$ cat config.mk
export PLATFORM = sky130hd
export DESIGN_NAME = input_conditioner
export DESIGN_NICKNAME = d
export VERILOG_FILES = /design/src/rtl/io_cond_pkg.sv /design/src/rtl/input_conditioner_debounce_bit.sv /design/src/rtl/input_conditioner.sv
export SDC_FILE = /design/constraint.sdc
export NUM_CORES = 1
export LEC_CHECK = 0
export CORE_UTILIZATION = 30
export CTS_CLUSTER_DIAMETER = 30
export DETAILED_ROUTE_END_ITERATION = 8
export DONT_BUFFER_PORTS = 1
export GPL_ROUTABILITY_DRIVEN = 0
export PLACE_DENSITY_LB_ADDON = 0.05
export SLEW_MARGIN = 20
export SYNTH_ARGS = -nofsm -noshare
export SYNTH_HDL_FRONTEND = slang
export SYNTH_SLANG_ARGS = --single-unit
export TNS_END_PERCENT = 5
$ cat constraint.sdc
create_clock -name clk -period 6.54 [get_ports clk]
set_clock_uncertainty 0.1 [all_clocks]
set_input_delay 0.327 -clock clk [delete_from_list [all_inputs] [get_ports clk]]
set_output_delay 0.327 -clock clk [all_outputs]
set_load 0.02 [all_outputs]
$ cat src/rtl/io_cond_pkg.sv
// Shared sizing constants and helpers for the board input conditioning path.
package io_cond_pkg;

  localparam int SW_WIDTH            = 10;
  localparam int KEY_WIDTH           = 2;
  localparam int DEBOUNCE_10MS_50MHZ = 500000;

  function automatic int cnt_width(input int n);
    return $clog2(n + 1);
  endfunction

endpackage

$ cat src/rtl/input_conditioner_debounce_bit.sv
// One input channel: two-flop synchroniser, polarity fix, debounce counter, edge strobes.
// Optional sticky change flag when INPUT_CHANGE_STICKY_EN is defined.
module debounce_bit
  import io_cond_pkg::*;
#(
  parameter int DEBOUNCE_CYCLES = DEBOUNCE_10MS_50MHZ,
  parameter bit ACTIVE_LOW      = 1'b0
) (
  input  logic clk,
  input  logic reset,
  input  logic raw,
  output logic level,
  output logic rise,
  output logic fall
`ifdef INPUT_CHANGE_STICKY_EN
  ,
  output logic changed,
  input  logic clear
`endif
);

  localparam int            CW   = cnt_width(DEBOUNCE_CYCLES);
  localparam logic [CW-1:0] TERM = CW'(DEBOUNCE_CYCLES - 1);

  logic          s1_p0;
  logic          s2_p1;
  logic          pol_p1;
  logic [CW-1:0] cnt_p2;

  assign pol_p1 = s2_p1 ^ ACTIVE_LOW;

  // stage p0/p1: synchroniser, parked at the inactive pin level during reset
  // stage p2: debounce count, accepted level and one-cycle strobes
  always_ff @(posedge clk) begin
    if (reset) begin
      s1_p0  <= ACTIVE_LOW;
      s2_p1  <= ACTIVE_LOW;
      level  <= 1'b0;
      rise   <= 1'b0;
      fall   <= 1'b0;
      cnt_p2 <= '0;
    end else begin
      s1_p0 <= raw;
      s2_p1 <= s1_p0;
      rise  <= 1'b0;
      fall  <= 1'b0;
      if (pol_p1 == level) begin
        cnt_p2 <= '0;
      end else if (cnt_p2 == TERM) begin
        level  <= pol_p1;
        cnt_p2 <= '0;
        rise   <= pol_p1;
        fall   <= ~pol_p1;
      end else begin
        cnt_p2 <= cnt_p2 + 1'b1;
      end
    end
  end

`ifdef INPUT_CHANGE_STICKY_EN
  // stage p3: a strobe seen this cycle sets the flag even if clear is also high
  always_ff @(posedge clk) begin
    if (reset) begin
      changed <= 1'b0;
    end else if (rise || fall) begin
      changed <= 1'b1;
    end else if (clear) begin
      changed <= 1'b0;
    end
  end
`endif

endmodule

$ cat src/rtl/input_conditioner.sv
// Debounced, polarity-corrected board switch/key inputs with edge strobes.
// Define INPUT_CHANGE_STICKY_EN to add changed_flags / flags_clear.
module input_conditioner
  import io_cond_pkg::*;
#(
  parameter int WIDTH           = SW_WIDTH,
  parameter int DEBOUNCE_CYCLES = DEBOUNCE_10MS_50MHZ,
  parameter bit ACTIVE_LOW      = 1'b0
) (
  input  logic             clk,
  input  logic             reset,
  input  logic [WIDTH-1:0] raw_in,
  output logic [WIDTH-1:0] level_out,
  output logic [WIDTH-1:0] rise_pulse,
  output logic [WIDTH-1:0] fall_pulse
`ifdef INPUT_CHANGE_STICKY_EN
  ,
  output logic [WIDTH-1:0] changed_flags,
  input  logic [WIDTH-1:0] flags_clear
`endif
);

  for (genvar i = 0; i < WIDTH; i++) begin : g_bit
    debounce_bit #(
      .DEBOUNCE_CYCLES(DEBOUNCE_CYCLES),
      .ACTIVE_LOW     (ACTIVE_LOW)
    ) u_bit (
      .clk    (clk),
      .reset  (reset),
      .raw    (raw_in[i]),
      .level  (level_out[i]),
      .rise   (rise_pulse[i]),
      .fall   (fall_pulse[i])
`ifdef INPUT_CHANGE_STICKY_EN
      ,
      .changed(changed_flags[i]),
      .clear  (flags_clear[i])
`endif
    );
  end

endmodule

# Word-level counts from Yosys, hierarchy flattened

Index checks and enable logic that the tools add are counted.

Logic and storage cells: 150
Output and inout bits: 30
Register bits: 240
Bits of input ports: 12

Eq/ne operators: 20
Bitwise logic cells: 30
Reductions and logical operators: 30
Add/subtract/negate cells: 10

Operators by type and width:

| cell                    | number |
|---|---|
| $add A19 B1 Y19 const B | 10 |
| $eq A19 B19 Y1 const B  | 10 |
| $reduce_or A3 Y1        | 20 |
| $not A1 Y1              | 30 |
| $reduce_and A2 Y1       | 10 |
| $eq A1 B1 Y1            | 10 |

# Longest topological paths before layout

Depth after elaboration: 3
Gate-level depth with buffers: 7
Depth with buffers taken out: 5

# Modules after synthesis

Synthesis repeated with hierarchy kept, for this count alone.

Cell total of the unflattened synthesis: 1169
Area total of the unflattened synthesis: 10586.4 um2

By module, submodules not included:

| module                             | sequential area each (um2) | area each (um2) | times used | cells each |
|---|---|---|---|---|
| debounce_bit at g_bit[0].u_bit ... | 480.5                      | 1057.3          | 9          | 117 |
| debounce_bit at g_bit[9].u_bit     | 480.5                      | 1071.0          | 1          | 116 |

# Least setup slack after synthesis

Ideal clock, no wire load.

Path kind: register to register
Start point: reg g_bit[9].u_bit.cnt_p2[12]
End point: reg g_bit[9].u_bit.cnt_p2[10]
Required time: 6325 ps
Setup time: 115 ps
Arrival time: 1836 ps
Cell stages (with the launch flop): 7
Period minus slack after synthesis: 2051 ps
Buffers on the path: 2
Slack: 4489 ps
Cells stage by stage: dfxtp_1 or4b_1 or4_1 buf_2 o21bai_4 buf_6 nor2_1

Word-level cells in the longest chain between the ends: 2

Ends and longest elaborated chain:

| element                    | line                                 | source |
|---|---|---|
| start, declared            | input_conditioner_debounce_bit.sv:28 | `logic [CW-1:0] cnt_p2;` |
| start signal, assigned     | input_conditioner_debounce_bit.sv:55 | `cnt_p2 <= cnt_p2 + 1'b1;` |
| $eq A19 B19 Y1             | input_conditioner_debounce_bit.sv:49 | `end else if (cnt_p2 == TERM) begin` |
| $reduce_or A3 Y1 (no line) | n/a                                  |  |

No other way between the ends.
A chain may end at the register's enable or synchronous reset.

# Final worst setup path

Start point: reg g_bit[2].u_bit.cnt_p2[0]
End point: reg g_bit[2].u_bit.cnt_p2[2]

Word-level cells in the longest chain between the ends: 2
Elaborated cells between the ends (all ways): 3
Classes of those cells: add/sub (1); eq/ne (1); reduce/logical (1)

Ends and longest elaborated chain:

| element                                                                 | line |
|---|---|
| start, declared                                                         | input_conditioner_debounce_bit.sv:28 |
| start signal, assigned                                                  | input_conditioner_debounce_bit.sv:55 |
| parallel branches: the longest is 2 deep, another holds $add A19 B1 Y19 | n/a |

Several ways; the timed one is not identified.

==> metrics <==
ant diodes 0; EDFF count, synth 0; Primary FF master, synth dfxtp_1; total wire length approximately 23000 microns; syn avg cell area 8.90 sq um; layout cells sized above 1 0.121; clock share of power 0.701; Fin. Hold Viols 0; setup violators final 0; Reg clk slew, reported paths ~40 ps; Post-Syn Area approximately 10000 sq um; min-delay worst type flip-flop to flip-flop; Ports 42; final worst path period need around 2400 ps; dpl hpwl between 10000 and 15000 microns; Max Cap Viol 0; worst setup margin 4150 ps; Yosys cell types 49; Hold Path Stages 1; WL/cell about 13 microns; Seq pwr share 0.291; worst skew pair latency 550 ps; Die X 189 microns; root buf cell clkbuf_16; total global routing overflow 0; R2R depth 5; crit-path max FO 19; R2R setup slack 4150 ps; Power Density 380 nW/um^2; Pleak between 4 and 5 nW; via count roughly 8000; H-Tree Level Count 3; Post-Syn Instances 1179; Initial Utilization 0.304; Num CTS Buffers between 70 and 80; worst vdd ir between 0.00015 and 0.0002 V; DP Area about 11000 sq um; Post-Syn Nets roughly 1200; clock sinks 240; P_int approximately 4.1 mW; Post-DRT Antenna Nets 0; antenna violations before repair 0; number of warnings issued by yosys 0; DR vias/cell roughly 4.7; period utilisation layout 0.365; outcome finished clean; Total Power roughly 5.1 mW; placed insts approximately 1600; final layout net count between 1000 and 1500; CP Capture Type flip-flop; RSZ-0062 raised after global routing no; maximum number of pins on one net before global-route repair between 40 and 50; WP data arrival 2690 ps; Post-CTS Setup Repair Bufs 0; PortBufs 0; final core occ 0.389; switching part of the total 0.191; final cell count without fillers ~1700; final instance area 13400 sq um; Bufs on Longest Clock Path 3; kind of critical path flip-flop to flip-flop; # resized after CTS 0; commonest non-fill, non-tap cell in the layout dfxtp_1; Psw between 0.9 and 1 mW; required time worst endpoint 6840 ps; row cnt just under 70; Hold WS between 300 and 400 ps; CTS tree built; Post-synth ARST share 0; Combinational Power Share 0.007; Seq/Total Area, Yosys 0.458; critical path launch point type flip-flop; TNS Setup 0 ps; Core Region about 34000 sq um; Die ar. about 36000 sq um; GRT Util Overall 0.131; Max Fclk approximately 420 MHz; first-pass GRT wire length between 30000 and 40000 microns; Initial DRC Count between 400 and 500; number of global-route vias before repair slightly below 8000; dpl ws roughly 4100 ps; relative slew slack 0.428; Slew @ Worst Pin 858 ps; Area growth, synth to finish 27.6%; commonest cells after routing, fill and taps aside dfxtp_1 (240), nor2_1 (164), xnor2_1 (80), clkbuf_16 (73), nand3_1 (68); Post-route DRC 0; router iterations before antenna repair 4; max-slew violation count 0; Seq cells post-synth 240; Die Span Y between 150 and 200 microns; hold_buf cts 12
layout make-up:
cell class | instances | area [sq um]
clock buffer | 93 | 2030
clock inverter | 34 | 488
fill | 3452 | 21100
inverter | 46 | 173
multi-input combinational | 837 | 5150
sequential | 240 | 4800
tap | 455 | 569
timing repair buffer | 16 | 168
state kept, by name, indices dropped and copies added (netlist names):
register and flops:
g_bit.u_bit.s1_p0 10, g_bit.u_bit.level 10, g_bit.u_bit.cnt_p2 190, g_bit.u_bit.rise 10, g_bit.u_bit.fall 10, g_bit.u_bit.pol_p1 10
synth_stat cells (8+ instances only):
| cell | instances | share of area |
|---|---|---|
| ha_1 | 10 | 0.012 |
| xnor2_1 | 80 | 0.067 |
| clkbuf_1 | 16 | 0.0057 |
| nor2b_1 | 21 | 0.013 |
| nor2_1 | 164 | 0.059 |
| nand2_1 | 60 | 0.021 |
| nand2b_1 | 8 | 0.0048 |
| and4_1 | 16 | 0.013 |
| or2_2 | 9 | 0.0054 |
| and3_1 | 10 | 0.0060 |
| nor4_1 | 43 | 0.026 |
| or3_1 | 31 | 0.018 |
| xor2_1 | 55 | 0.046 |
| nor3_1 | 27 | 0.013 |
| o21ai_0 | 27 | 0.013 |
| or4_1 | 29 | 0.021 |
| a21oi_1 | 52 | 0.025 |
| buf_4 | 32 | 0.023 |
| inv_1 | 46 | 0.016 |
| o31ai_1 | 20 | 0.014 |
| nand4_1 | 42 | 0.025 |
| nand3_1 | 68 | 0.032 |
| nor4b_1 | 13 | 0.011 |
| dfxtp_1 | 240 | 0.46 |
layer usage:
metal  global-route usage  wire length (microns)  vias to the layer above
met5                    0                      0                        -
met4               0.0648                    528                        0
met3               0.0367                   1010                       41
met2                0.209                  10100                      112
met1                0.161                  10900                     3656
li1                     -                      -                     4228
power by group through the flow:
stage,combinational (mW),clock (mW),sequential [mW]
global placement,0.0255,0,1.51
finish,0.0369,3.57,1.48
CTS,0.0385,3.66,1.48
global route,0.0422,3.75,1.48
detailed placement,0.0254,0,1.51
floorplan,0.0231,0,1.51
worst max-delay path, cell delays in order (launching register included):
cell and delay, ps:
dfxtp_1 350, ha_1 210, nand2_1 130, or4_1 620, o21ai_2 710, nor2_1 120
cell families after synthesis:
| family | count (synthesis) | synth area share |
|---|---|---|
| AND/OR/NAND/NOR | 573 | 0.295 |
| flip-flops | 240 | 0.458 |
| XOR/XNOR | 135 | 0.113 |
| AO/OA/AOI/OAI | 118 | 0.0707 |
| buffers and inverters | 102 | 0.0507 |
| adder cells (fa/ha/maj) | 10 | 0.0119 |
| multiplexers | 1 | 0.000954 |
final timing paths:
kind	startpoint	endpoint
worst max-delay path	g_bit[2].u_bit.cnt_p2[0]$_SDFF_PP0_	g_bit[2].u_bit.cnt_p2[2]$_SDFF_PP0_
worst min-delay path	g_bit[0].u_bit.s1_p0$_SDFF_PP0_	g_bit[0].u_bit.pol_p1$_SDFF_PP0_
worst max register to register	g_bit[2].u_bit.cnt_p2[0]$_SDFF_PP0_	g_bit[2].u_bit.cnt_p2[2]$_SDFF_PP0_
worst min register to register	g_bit[0].u_bit.s1_p0$_SDFF_PP0_	g_bit[0].u_bit.pol_p1$_SDFF_PP0_
(Power assumes the default switching activity.)
